File: src/rtl/paddsub_serial_16bit.sv
`default_nettype none
// +--------------------------------------------------------------------------+
// | paddsub_serial_16bit: nibble-serial saturating add/sub (PADDSUB / ADD16)  |
// | Optional sat_lanes output enabled by `define PADDSUB_LANE_FLAGS_EN        |
// | Revision: 1.0                                                            |
// +--------------------------------------------------------------------------+
module paddsub_serial_16bit #(
  parameter int LANES = 4
) (
  input  logic        clk,
  input  logic        rst,
  input  logic        start,
  input  logic        mode,
  input  logic        sub,
  input  logic [15:0] a,
  input  logic [15:0] b,
  output logic        busy,
  output logic        done,
  output logic [15:0] result,
  output logic        ovf,
  output logic        zero
`ifdef PADDSUB_LANE_FLAGS_EN
  ,
  output logic [3:0]  sat_lanes
`endif
);

  typedef enum logic [1:0] {
    S_IDLE = 2'd0,
    S_BUSY = 2'd1,
    S_DONE = 2'd2
  } state_t;

  localparam logic [1:0] c_LAST_LANE = 2'(LANES - 1);

  state_t      r_state;
  logic [1:0]  r_lane;
  logic        r_carry;
  logic [15:0] r_a;
  logic [15:0] r_b;
  logic        r_mode;
  logic        r_sub;
  logic [3:0]  r_sat;
  logic [15:0] r_result;
  logic        r_busy;
  logic        r_done;
  logic        r_ovf;
  logic        r_zero;

  logic [3:0]  w_a_n;
  logic [3:0]  w_b_n;
  logic [3:0]  w_b_eff;
  logic [4:0]  w_add;
  logic [4:0]  w_b_ps;
  logic [4:0]  w_ps_sum;
  logic        w_ps_clamp;
  logic [3:0]  w_ps_nib;
  logic [3:0]  w_lane_nib;
  logic        w_lane_sat;
  logic [3:0]  w_sat_vec;
  logic        w_a16_ovf;
  logic [15:0] w_final;
  logic        w_final_ovf;

  always_comb begin
    w_a_n    = r_a[{r_lane, 2'b00} +: 4];
    w_b_n    = r_b[{r_lane, 2'b00} +: 4];
    w_b_eff  = r_sub ? ~w_b_n : w_b_n;
    w_add    = {1'b0, w_a_n} + {1'b0, w_b_eff} + {4'b0, r_carry};
    // PADDSUB negates in 5 bits so that 0x8 subtracts as +8
    w_b_ps   = r_sub ? (~{w_b_n[3], w_b_n} + 5'd1) : {w_b_n[3], w_b_n};
    w_ps_sum = {w_a_n[3], w_a_n} + w_b_ps;
    w_ps_clamp = w_ps_sum[4] ^ w_ps_sum[3];
    w_ps_nib   = w_ps_clamp ? (w_ps_sum[4] ? 4'h8 : 4'h7) : w_ps_sum[3:0];
    w_lane_nib = r_mode ? w_add[3:0] : w_ps_nib;
    w_lane_sat = ~r_mode & w_ps_clamp;
    w_sat_vec  = r_sat | ({3'b0, w_lane_sat} << r_lane);
    w_a16_ovf  = (w_a_n[3] == w_b_eff[3]) && (w_add[3] != w_a_n[3]);
    if (r_mode && w_a16_ovf)
      w_final = w_a_n[3] ? 16'h8000 : 16'h7FFF;
    else
      w_final = {w_lane_nib, r_result[11:0]};
    w_final_ovf = r_mode ? w_a16_ovf : |w_sat_vec;
  end

`ifdef PADDSUB_LANE_FLAGS_EN
  logic [3:0] r_sat_lanes;
  always_ff @(posedge clk or posedge rst) begin
    if (rst)
      r_sat_lanes <= 4'h0;
    else if (r_state == S_BUSY && r_lane == c_LAST_LANE)
      r_sat_lanes <= r_mode ? {4{w_a16_ovf}} : w_sat_vec;
  end
  assign sat_lanes = r_sat_lanes;
`endif

  always_ff @(posedge clk or posedge rst) begin
    if (rst) begin
      r_state  <= S_IDLE;
      r_lane   <= 2'd0;
      r_carry  <= 1'b0;
      r_a      <= 16'h0;
      r_b      <= 16'h0;
      r_mode   <= 1'b0;
      r_sub    <= 1'b0;
      r_sat    <= 4'h0;
      r_result <= 16'h0;
      r_busy   <= 1'b0;
      r_done   <= 1'b0;
      r_ovf    <= 1'b0;
      r_zero   <= 1'b0;
    end else begin
      case (r_state)
        S_IDLE, S_DONE: begin
          r_done <= 1'b0;
          if (start) begin
            r_a     <= a;
            r_b     <= b;
            r_mode  <= mode;
            r_sub   <= sub;
            r_lane  <= 2'd0;
            r_carry <= sub;
            r_sat   <= 4'h0;
            r_busy  <= 1'b1;
            r_state <= S_BUSY;
          end else begin
            r_state <= S_IDLE;
          end
        end
        S_BUSY: begin
          r_carry <= w_add[4];
          r_sat   <= w_sat_vec;
          r_lane  <= r_lane + 2'd1;
          if (r_lane == c_LAST_LANE) begin
            r_result <= w_final;
            r_ovf    <= w_final_ovf;
            r_zero   <= (w_final == 16'h0);
            r_done   <= 1'b1;
            r_busy   <= 1'b0;
            r_state  <= S_DONE;
          end else begin
            r_result[{r_lane, 2'b00} +: 4] <= w_lane_nib;
          end
        end
        default: r_state <= S_IDLE;
      endcase
    end
  end

  assign busy   = r_busy;
  assign done   = r_done;
  assign result = r_result;
  assign ovf    = r_ovf;
  assign zero   = r_zero;

endmodule
`default_nettype wire

File: config.mk
export PLATFORM = sky130hd
export DESIGN_NAME = paddsub_serial_16bit
export DESIGN_NICKNAME = d
export VERILOG_FILES = /design/src/rtl/paddsub_serial_16bit.sv
export SDC_FILE = /design/constraint.sdc
export NUM_CORES = 1
export LEC_CHECK = 0
export BUFFER_PORTS_ARGS = -buffer_cell sky130_fd_sc_hd__buf_2
export CAP_MARGIN = 10
export CORE_UTILIZATION = 61
export CTS_BUF_LIST = sky130_fd_sc_hd__clkbuf_4 sky130_fd_sc_hd__clkbuf_8 sky130_fd_sc_hd__clkbuf_16
export DETAILED_ROUTE_END_ITERATION = 10
export PLACE_DENSITY = 0.93
export SYNTH_ARGS = -nofsm -noshare
export SYNTH_HDL_FRONTEND = slang
export SYNTH_SLANG_ARGS = --single-unit
File: constraint.sdc
create_clock -name clk -period 7.81 [get_ports clk]
set_input_delay 1.562 -clock clk [delete_from_list [all_inputs] [get_ports clk]]
set_output_delay 1.562 -clock clk [all_outputs]
set_load 0.01 [all_outputs]
==> reports/summary.txt <==
Status = finished, final reports clean
Initial Util = 63.5%
CP max stage delay = 0.83 ns
Worst r2r src = r_lane[0]
Fillers = 390
Highest-count cells in the layout ignoring fill and taps = nand2_1 (117), dfrtp_1 (63), buf_2 (56), a21oi_1 (19), nor2_1 (17)
Final Net Count = 482
Critical Path Sink Type = flop
Most common cell after layout, fill and taps aside = nand2_1
Max Slew Vio Count = 0
Reg2Reg Setup Slack = 3.47 ns
Initial antenna violation count = 0
Vias/cell = 5.70
Sequential cell area fraction in the yosys report = 45.1%
CTS root buf = clkbuf_8
# rows = 27
Total CTS buffers = 9
Synthesis-stage register bit count = 63
Delay-heaviest family, CP = compound AO/OA/AOI/OAI gates
Count of final hold-check violations = 0
Share of cells above drive strength 1 = 21.6%
Library cells used by synthesis = 50
Die height = 77.7 um
Crit Path Class = flop to flop
Achievable frequency = 230 MHz
Post-CTS Resized = 0
DIE WIDTH = 77.7 um
Worst Path Required = 8.09 ns
Wirelength, routed = 7840 um
# Post-CTS Setup Buffers = 0
First-pass GRT wire length = 13500 um
Routability cong. = 0.906
CTS tree = done
Mapped Area = 3490 um^2
Syn Inst Count = 374
Finish-stage setup viols = 0
CTS Sinks = 63
Clock Latency Late Sink = 0.35 ns
Final HPWL DP = 5620 um
CP cell instances = mux4_1, inv_1, ha_1, a21o_1, fa_1, a21o_1, a21oi_1, xnor2_4, xnor2_4, nor2_1, nor4_1, a32o_1
Main synth FF type = dfrtp_1
Hold Path Sink = r_a[10]
Critical Path AT = 4.62 ns
Setup TNS = 0 ns
CP max FO = 17
Worst hold path type = flop to flop
I/O pin count = 57
CTS HTree Levels = 3
Crit-path slowest cell = dfrtp_1
Net Count, Synth = 429
Yosys Warn Count = 0
CTS hold repair buffers = 0
Bufs and invs on worst path = 1
Ant diodes = 0
Syn avg cell area = 9.34 um^2
Largest net degree at the start of global routing = 64
Rel. slew slack = 47.0%
Hold path startpoint = r_a[10]
RSZ-0062 raised after global routing = false
Drt drc = 0
DRT antenna net count = 0
Setup crit start kind = flop
Period Utilization, post-route = 55.6%
Clock slew at reported path FFs = 0.07 ns
Core footprint = 5510 um^2
Area of the die = 6040 um^2
Hold path depth = 2
EDFF count, synth = 0
Vias in the first global route = 2887
Tmin final = 4.34 ns
Via Count = 2866
Async SR Flop Fraction = 100%
Pre-Repair DR Iteration Count = 4
Global Route Usage Sum = 29.7%
Clock buffer depth = 2
Slew @ Worst Pin = 0.790 ns
Worst Skew = 0.00733 ns
Area grow syn2layout = 15.8%
MaxCap Viol Count = 0
Grt total ovfl = 0
Drt wl/cell = 15.6 um
R2R cell count = 12
Worst r2r dst = zero
Port bufs = 56
Drt first-iter violations = 284
[sequential cells by signal, indices dropped and copies added (netlist names)]
register  flops
r_mode        1
r_carry       1
busy          1
result       16
r_lane        2
r_sat         4
r_b          16
r_sub         1
done          1
r_state       2
r_a          16
ovf           1
zero          1
[worst max path at each step]
stage	slack (ns)	end	cells past startpoint	start
after floorplan	3.88	r_sat[1]	14	r_lane[0]
after global placement	3.66	r_sat[1]	12	r_lane[0]
after detailed placement	3.50	r_sat[1]	12	r_lane[0]
after CTS	3.48	zero	12	r_lane[0]
after global routing	3.18	result[9]	12	r_lane[0]
final	3.47	zero	12	r_lane[0]
[cell usage after synthesis (2+ instances only)]
cell type	instances	area (um^2)
o211ai_1	2	15.0
a21oi_1	19	95.1
xnor2_4	2	55.1
nor4_1	4	25.0
nand2_1	117	439
buf_1	2	7.51
o21ai_0	12	60.1
fa_1	3	60.1
inv_1	17	63.8
a211oi_1	2	15.0
o31ai_1	7	52.6
and2_1	3	18.8
nand2b_1	4	25.0
o311ai_1	2	17.5
a31oi_1	3	18.8
nand4_1	2	12.5
mux4_2	7	158
nor2b_1	4	25.0
a21o_1	9	67.6
nor2_1	17	63.8
xnor2_1	7	61.3
a32o_1	2	20.0
nor3_1	3	15.0
nand3_1	5	25.0
dfrtp_1	63	1580
maj3_2	2	22.5
clkbuf_1	13	48.8
ha_1	15	188
and3_1	2	12.5
or4_1	2	15.0
o221ai_1	2	17.5
o21ai_1	2	10.0
[routing by layer]
metal	track usage, %	part of all wire (%)	vias to the layer above
met5	0	0	-
met4	14.9	2.7	0
met3	4.47	4.1	22
met2	52.6	52	100
met1	35.0	41	1357
li1	-	-	1387
[stage by stage]
step | instance area, um^2 | instances | utilization, % | hold WS, ns | setup WS (ns)
after floorplan | 3490 | 374 | - | 0.437 | 3.88
after global placement | 3810 | 487 | 69.2 | 0.454 | 3.66
after detailed placement | 3810 | 487 | 69.2 | 0.462 | 3.50
after CTS | 4040 | 502 | 73.4 | 0.478 | 3.48
after global routing | 4050 | 503 | 73.5 | 0.501 | 3.18
final | 4050 | 503 | 73.5 | 0.475 | 3.47
[cell families after synthesis]
logic type	Yosys count	share of synthesized area [%]
adders and majority gates	21	8.02
muxes	9	5.59
DFF	63	45.1
xor gates and xnor gates	10	3.58
AOI/OAI and AO/OA	68	12.8
buffers and inverters	35	4.12
and+or+nand+nor	168	20.8
[worst reg2reg max path, cell delays in order, from the launching register on]
cell and delay (ns):
dfrtp_1 0.83, mux4_1 0.73, inv_1 0.10, ha_1 0.23
a21o_1 0.22, fa_1 0.42, a21o_1 0.20, a21oi_1 0.38
xnor2_4 0.13, xnor2_4 0.29, nor2_1 0.12, nor4_1 0.41
a32o_1 0.23
[layout make-up]
class                   instances  area [um^2]  share of cell area (%)
clock buffers                  12          165                    4.08
flip-flops and latches         63         1580                    39.0
clock inverters                 3         65.1                    1.61
repair buffers                 60          308                    7.61
well taps                      72         90.1                    2.23
inverters                      17         63.8                    1.58
multi-input cells             276         1780                    43.9
Power is left out: the tool's default activity adds up to more than one toggle a clock period on the data nets, which glitch-free logic cannot reach.
